## src/rtl/n2r_pkg.sv

```systemverilog
// Shared types and derived geometry for the normal-to-ready reshaping scheduler.
// All geometry helpers are constant functions of the top-level parameters.
package n2r_pkg;

  typedef enum logic [1:0] {
    EMPTY = 2'd0,
    FILL  = 2'd1,
    FULL  = 2'd2
  } bank_state_t;

  typedef enum logic [1:0] {
    IDLE = 2'd0,
    RUN  = 2'd1,
    FIN  = 2'd2
  } top_state_t;

  function automatic int group_rows(input int block_size, input int num_cores);
    return block_size * num_cores;
  endfunction

  function automatic int num_slices(input int block_size, input int col);
    return col / block_size;
  endfunction

  function automatic int num_groups(input int row, input int grp_rows);
    return (row + grp_rows - 1) / grp_rows;
  endfunction

  function automatic int last_rows(input int row, input int grp_rows);
    return row - (num_groups(row, grp_rows) - 1) * grp_rows;
  endfunction

  // Index width that never collapses to zero bits for single-entry ranges.
  function automatic int clog2w(input int n);
    return (n > 1) ? $clog2(n) : 1;
  endfunction

endpackage

```

## src/rtl/n2r_bank_tracker.sv

```systemverilog
// Ping-pong bank bookkeeping: per-bank EMPTY/FILL/FULL state, fill/drain pointers
// and the row count captured when each group closes. Updates land one cycle after the event.
module n2r_bank_tracker
  import n2r_pkg::*;
#(
  parameter  int GROUP_ROWS = 4,
  localparam int CW         = $clog2(GROUP_ROWS + 1)
) (
  input  logic          clk,
  input  logic          rst,
  input  logic          clear,
  input  logic          wr,
  input  logic          set_full,
  input  logic          rel,
  input  logic [CW-1:0] full_rows,
  output logic          fp,
  output logic          dp,
  output logic          fp_full,
  output logic          dp_full,
  output logic [CW-1:0] dp_rows
);

  bank_state_t   st  [2];
  logic [CW-1:0] cnt [2];

  // set_full and rel never target the same bank: fill only closes a non-FULL bank,
  // drain only releases a FULL one, so both may apply in the same cycle.
  always_ff @(posedge clk or posedge rst) begin
    if (rst) begin
      fp <= 1'b0;
      dp <= 1'b0;
      for (int b = 0; b < 2; b++) begin
        st[b]  <= EMPTY;
        cnt[b] <= CW'(GROUP_ROWS);
      end
    end else if (clear) begin
      fp <= 1'b0;
      dp <= 1'b0;
      for (int b = 0; b < 2; b++) begin
        st[b] <= EMPTY;
      end
    end else begin
      if (set_full) begin
        st[fp]  <= FULL;
        cnt[fp] <= full_rows;
        fp      <= ~fp;
      end else if (wr && st[fp] == EMPTY) begin
        st[fp] <= FILL;
      end
      if (rel) begin
        st[dp] <= EMPTY;
        dp     <= ~dp;
      end
    end
  end

  assign fp_full = (st[fp] == FULL);
  assign dp_full = (st[dp] == FULL);
  assign dp_rows = cnt[dp];

endmodule

```

## src/rtl/n2r_sched.sv

```systemverilog
// Sequences row writes into ping-pong group banks and per-group slice reads; first slice 1 cycle after a group closes.
// Upstream stalls (in_ready=0) while the fill bank is still FULL; slice commands hold while out_ready is low.
module n2r_sched
  import n2r_pkg::*;
#(
  parameter  int BLOCK_SIZE = 2,
  parameter  int NUM_CORES  = 8,
  parameter  int ROW        = 2754,
  parameter  int COL        = 256,
  localparam int GR         = group_rows(BLOCK_SIZE, NUM_CORES),
  localparam int NS         = num_slices(BLOCK_SIZE, COL),
  localparam int NG         = num_groups(ROW, GR),
  localparam int WRW        = clog2w(GR),
  localparam int SLW        = clog2w(NS),
  localparam int RRW        = $clog2(GR + 1),
  localparam int RIW        = $clog2(ROW + 1),
  localparam int GOW        = $clog2(NG + 1)
) (
  input  logic           clk,
  input  logic           rst,
  input  logic           start,
  input  logic           in_valid,
  output logic           in_ready,
  output logic           wr_en,
  output logic           wr_bank,
  output logic [WRW-1:0] wr_row,
  output logic           out_valid,
  input  logic           out_ready,
  output logic           rd_bank,
  output logic [SLW-1:0] rd_slice,
  output logic [RRW-1:0] rd_rows,
  output logic           out_last_slice,
  output logic           out_last_group,
  output logic           busy,
  output logic           done
);

  top_state_t     state;
  logic [RIW-1:0] rows_in;
  logic [GOW-1:0] groups_out;
  logic           fp, dp, fp_full, dp_full;
  logic [RRW-1:0] dp_rows;
  logic           run, job_start, close, hs, last_hs;

  assign run       = (state == RUN);
  assign job_start = (state == IDLE) & start;

  assign in_ready = run & ~fp_full & (rows_in < RIW'(ROW));
  assign wr_en    = in_valid & in_ready;
  assign wr_bank  = fp;
  // A group closes on its last physical row or on the job's final row (short last group).
  assign close    = wr_en & ((wr_row == WRW'(GR - 1)) | (rows_in == RIW'(ROW - 1)));

  assign hs      = out_valid & out_ready;
  assign last_hs = hs & (rd_slice == SLW'(NS - 1));

  assign rd_bank        = dp;
  assign rd_rows        = dp_rows;
  assign out_last_slice = out_valid & (rd_slice == SLW'(NS - 1));
  assign out_last_group = out_valid & (groups_out == GOW'(NG - 1));
  assign busy           = run;
  assign done           = (state == FIN);

  n2r_bank_tracker #(
    .GROUP_ROWS (GR)
  ) u_banks (
    .clk       (clk),
    .rst       (rst),
    .clear     (job_start),
    .wr        (wr_en),
    .set_full  (close),
    .rel       (last_hs),
    .full_rows (RRW'(wr_row) + RRW'(1)),
    .fp        (fp),
    .dp        (dp),
    .fp_full   (fp_full),
    .dp_full   (dp_full),
    .dp_rows   (dp_rows)
  );

  always_ff @(posedge clk or posedge rst) begin
    if (rst) begin
      state      <= IDLE;
      rows_in    <= '0;
      groups_out <= '0;
      wr_row     <= '0;
      rd_slice   <= '0;
      out_valid  <= 1'b0;
    end else begin
      case (state)
        IDLE: begin
          if (start) begin
            state      <= RUN;
            rows_in    <= '0;
            groups_out <= '0;
            wr_row     <= '0;
            rd_slice   <= '0;
            out_valid  <= 1'b0;
          end
        end
        RUN: begin
          if (wr_en) begin
            rows_in <= rows_in + RIW'(1);
            wr_row  <= close ? '0 : wr_row + WRW'(1);
          end
          // After a release out_valid is low for one cycle, then re-evaluates the next bank.
          if (hs) begin
            if (last_hs) begin
              rd_slice   <= '0;
              out_valid  <= 1'b0;
              groups_out <= groups_out + GOW'(1);
              if (groups_out == GOW'(NG - 1)) begin
                state <= FIN;
              end
            end else begin
              rd_slice <= rd_slice + SLW'(1);
            end
          end else if (!out_valid) begin
            out_valid <= dp_full | (close & (fp == dp));
          end
        end
        FIN: begin
          state <= IDLE;
        end
        default: begin
          state <= IDLE;
        end
      endcase
    end
  end

endmodule

```

## config.mk

```make
export PLATFORM = sky130hd
export DESIGN_NAME = n2r_sched
export DESIGN_NICKNAME = d
export VERILOG_FILES = /design/src/rtl/n2r_pkg.sv /design/src/rtl/n2r_bank_tracker.sv /design/src/rtl/n2r_sched.sv
export SDC_FILE = /design/constraint.sdc
export NUM_CORES = 1
export LEC_CHECK = 0
export ABC_CLOCK_PERIOD_IN_PS = 5100
export CORE_ASPECT_RATIO = 0.6
export CORE_MARGIN = 3
export CORE_UTILIZATION = 60
export DETAILED_ROUTE_END_ITERATION = 8
export PLACE_DENSITY = 0.83
export SLEW_MARGIN = 25
export SYNTH_ARGS = -nofsm -noshare
export SYNTH_HDL_FRONTEND = slang
export SYNTH_SLANG_ARGS = --single-unit
export TNS_END_PERCENT = 20
```

## constraint.sdc

```tcl
create_clock -name clk -period 5.1 [get_ports clk]
set_input_delay 1.02 -clock clk [delete_from_list [all_inputs] [get_ports clk]]
set_output_delay 1.02 -clock clk [all_outputs]
set_load 0.01 [all_outputs]
```

### Yosys cells after proc, flatten, opt, wreduce, memory -nomap -nowiden

Cells that the tools add are included.

* add/sub/neg operators: 5
* reductions and logical operators: 14
* bitwise operators: 26
* magnitude comparators: 5
* eq/ne operators: 15
* multiplexer cells: 50

Operators with widths (count)
* 4-bit two-way mux: 8
* 12-bit two-way mux: 2
* 2-bit two-way mux: 12
* 8-bit two-way mux: 3
* 12-bit case mux with 2 select lines: 1
* 7-bit two-way mux: 3
* 5-bit two-way mux: 4
* 8-bit case mux with 2 select lines: 1
* 7-bit case mux with 2 select lines: 1
* 12-bit by 1-bit adder with 12-bit output, second input constant: 1
* 12-bit equality test, second input constant: 1
* 12-bit < comparator, second input constant: 1
* 1-bit AND: 10
* 10-bit bitwise mux: 1
* 3-bit AND reduction: 3
* 8-bit by 1-bit adder with 8-bit output, second input constant: 1
* 8-bit equality test, second input constant: 1
* 1-bit two-way mux: 8
* 4-bit case mux with 2 select lines: 1
* 4-bit AND reduction: 2
* 7-bit by 1-bit adder with 7-bit output, second input constant: 1
* 7-bit equality test, second input constant: 1
* 2-bit equality test, second input constant: 3
* 2-bit by 1-bit inequality test with 1-bit output, second input constant: 3
* other kinds (25): 42

* output and inout port bits: 25
* word-level logic and storage cells: 127
* bits of input ports: 5
* flip-flop bits (word level): 50

### Logic depth before layout (Yosys ltp)

* word-level depth: 16
* gate-level depth with buffers: 8
* depth with buffers taken out: 7

### Cells and area by module

A second synthesis with hierarchy kept.

* cell total of the unflattened synthesis: 282
* area total of the unflattened synthesis: 2821.5 µm²

Modules (own cells, without submodules)
* n2r_sched: area an instance 2059.5 µm², instances 1, cells each 224
* n2r_bank_tracker: area an instance 762.0 µm², instances 1, cells each 58

### Least setup slack after synthesis

OpenSTA, ideal clock, no wires.

* kind: register -> output
* from: register rows_in[2]
* to: output port wr_en
* slack: 2517 ps
* data arrival time: 1563 ps
* stages on the path, launching flop included: 6
* path through: dfrtp_1 > or4_4 > o211ai_2 > nand4_2 > inv_1 > buf_2

* word-level cells in the longest chain between the ends: 3

Ends and longest elaborated chain
* from (decl): line n2r_sched.sv:39 `logic [RIW-1:0] rows_in;`
* from (signal assigned): line n2r_sched.sv:103 `rows_in <= rows_in + RIW'(1);`
* 12-bit < comparator: line n2r_sched.sv:48 `assign in_ready = run & ~fp_full & (rows_in < RIW'(ROW));`
* 1-bit AND: line n2r_sched.sv:48
* 1-bit AND: line n2r_sched.sv:49 `assign wr_en = in_valid & in_ready;`
* to (decl): line n2r_sched.sv:24 `output logic wr_en,`

No other way between the ends.

### Worst setup path after layout

Same ends and word-level chain as after synthesis.

==> impl_metrics.yaml <==
cts:
  cts_tree: "yes"
  ctsResizeCount: 0
  cts-htree-levels: 2
  cts_setup_buffers: 0
  path_clk_slew_ps: 90
  cts_buffer_depth: 2
  cts_sinks: 50
  cts_made_buffers: 5
  cts_root_buffer: "clkbuf_8"
  cts_hold_buf: 0
  clkLatencyLatePin_ps: 300
worst_setup_path:
  critPathKind: "reg -> out"
  cp_slowest_cell: "clkdlybuf4s50_1"
  worst-path-buf-inv: 2
  arrival_ps: 2630
  worst-path-max-fanout: 12
  crit_required_ps: 4080
  crit_family: "buffers and inverters"
  slowest_delay_ps: 620
  cp-start-kind: "flip-flop"
  crit_path_end_kind: "output pin"
  cp_cell_sequence: "or4_4 -> o211ai_2 -> nand4_2 -> inv_1 -> clkdlybuf4s50_1"
detailed_routing:
  wirelength_um: 5600
  met1_length_um: 2820
  antenna_left: 0
  dr_wl_met2_um: 2440
  top_layer_used: "met4"
  routed_via_density: 5.79
  first_pass_iters: 4
  drtIter0Drc: 142
  avgRoutedWirePerCell_um: 16.0
  vias: 2025
  wl_met3_um: 267
  drc: 0
floorplanning:
  dieArea_mm2: 0.00520
  io_pins: 30
  start_util_pct: 66.7
  die_w_um: 91.1
  core_area_mm2: 0.00391
  fp.dieH_um: 57.1
  rows: 17
power_and_ir_drop:
  power_uw: 800
  leakagePower_uw: 0.00141
  cellPowerDensity_mw_per_mm2: 265
  ir_worst_vdd_mv: 0.337
synth:
  mappedNetlistArea_mm2: 0.00261
  synth-edff-count: 0
  synthFlopType: "dfrtp_1"
  ys_ff_latch: 50
  synth_seq_area_share_pct: 48.0
  syn_area_per_cell_um2: 9.85
  ys_warn_count: 0
  ys_types: 46
  synthCells: 265
  syn-num-nets: 276
  async_flop_share_pct: 100
final_layout:
  layout_commonest_cell: "dfrtp_1"
  insertedDiodeCount: 0
  final_cell_mix: "dfrtp_1, clkdlybuf4s50_1, nand3_1"
  area_growth_syn_to_layout_pct: 15.8
  final_area_mm2: 0.00302
  layout-drive-gt1-share_pct: 10.2
  fin_nets: 303
global_route:
  grt_max_degree: 51
  antenna_found_initial: 0
  grt_pass1_vias: 1979
  overflow: 0
  gr-usage-all-layers_pct: 23.3
  grt_first_pass_wirelength_um: 9610
placed_design:
  gp_congestion: 0.796
  place_area_mm2: 0.00293
  numPortBuffers: 29
  dpl.hpwl_um: 4000
timing:
  hold_violations: 0
  worstMarginPinSlew_ps: 844
  slew_viol_final: 0
  setup_viol: 0
  final.min_clock_period_ps: 3650
  max_slew_margin_pct: 43.7
  fmax_mhz: 274
  fin_skew_ps: 7.33
  rsz0062_at_grt: "no"
  fin_crit_sh_pct: 71.6
  setup_tns_ps: 0
outcome:
  status: "finished clean"
min_path:
  hp-class: "reg -> reg"
job:
  drv_cap: 0
per-stage QoR:
stage | hold slack, ps | setup slack [ps] | util, % | instances
3_5_place_dp | 490 | 1550 | 74.7 | 342
2_1_floorplan | 460 | 2520 | - | 265
6_report | 508 | 1450 | 77.2 | 350
5_1_grt | 527 | 1350 | 77.2 | 350
3_3_place_gp | 481 | 1570 | 74.7 | 342
4_1_cts | 509 | 1450 | 77.1 | 350
layer usage:
layer	vias to the layer above	GRT usage [%]
met2	49	33.4
met5	-	0
met3	6	4.48
met4	0	7.73
met1	982	35.4
li1	988	-
where the power goes:
| part | total [µW] | switching (µW) | leakage (µW) | internal (µW) |
|---|---|---|---|---|
| clock | 238 | 129 | 0.0000482 | 110 |
| sequential | 448 | 28.7 | 0.000632 | 420 |
| combinational | 113 | 50.0 | 0.000732 | 62.9 |
| total | 800 | 207 | 0.00141 | 592 |
Yosys cell counts, types with 2 or more instances:
library cell / n / area (µm²)
a21oi_1: 8 / 40.0
a31o_2: 2 / 17.5
a31oi_1: 2 / 12.5
and2_1: 6 / 37.5
and3_1: 7 / 43.8
buf_6: 2 / 22.5
clkbuf_1: 7 / 26.3
dfrtp_1: 48 / 1200
dfstp_2: 2 / 52.6
ha_1: 6 / 75.1
inv_1: 14 / 52.6
mux2_2: 8 / 90.1
mux2_4: 4 / 60.1
mux2i_1: 7 / 70.1
nand2_1: 25 / 93.8
nand2b_1: 4 / 25.0
nand3_1: 26 / 130
nand4_1: 4 / 25.0
nor2_1: 22 / 82.6
nor2b_1: 6 / 37.5
o211ai_1: 2 / 15.0
o21ai_0: 10 / 50.1
o31ai_1: 6 / 45.0
or4_1: 5 / 37.5
xnor2_1: 3 / 26.3
xor2_1: 9 / 78.8
cell families after synthesis:
logic type,after synthesis,share of synthesized area [%]
DFF,50,48.0
AOI/OAI and AO/OA,40,10.1
xor gates and xnor gates,12,4.03
and+or+nand+nor,114,22.5
adders and majority gates,6,2.88
muxes,19,8.44
buffers and inverters,24,4.07
sequential cells by signal, indices dropped and copies added, names as in the netlist:
register and cells:
groups_out 8, out_valid 1, rd_slice 7, rows_in 12, state 2, u_banks.cnt 10, u_banks.dp 1, u_banks.fp 1
u_banks.st 4, wr_row 4
area by class of cell:
cell class / count / area, µm²
Inverter: 14 / 53.8
Sequential cell: 50 / 1250
Multi-Input combinational cell: 191 / 1250
Clock inverter: 1 / 5.00
Timing Repair Buffer: 30 / 298
Fill cell: 293 / 892
Tap cell: 57 / 71.3
Clock buffer: 7 / 86.3
final timing paths:
| kind | to | slack [ps] | start | cells past startpoint |
|---|---|---|---|---|
| setup / recovery | wr_en | 1450 | rows_in[2]$_DFFE_PP0P_ | 5 |
| hold / removal | u_banks.cnt[1]$_DFFE_PP0P_ | 510 | u_banks.cnt[1]$_DFFE_PP0P_ | 1 |
| setup reg to reg | u_banks.cnt[7]$_DFFE_PP0P_ | 2450 | rows_in[2]$_DFFE_PP0P_ | 6 |
| max in group asynchronous | u_banks.st[2]$_DFF_PP0_ | 3410 | rst | 2 |
| min in group asynchronous | rows_in[5]$_DFFE_PP0P_ | 1180 | rst | 2 |
| hold reg to reg | u_banks.cnt[1]$_DFFE_PP0P_ | 510 | u_banks.cnt[1]$_DFFE_PP0P_ | 1 |
Power figures use the tool's default switching activity.
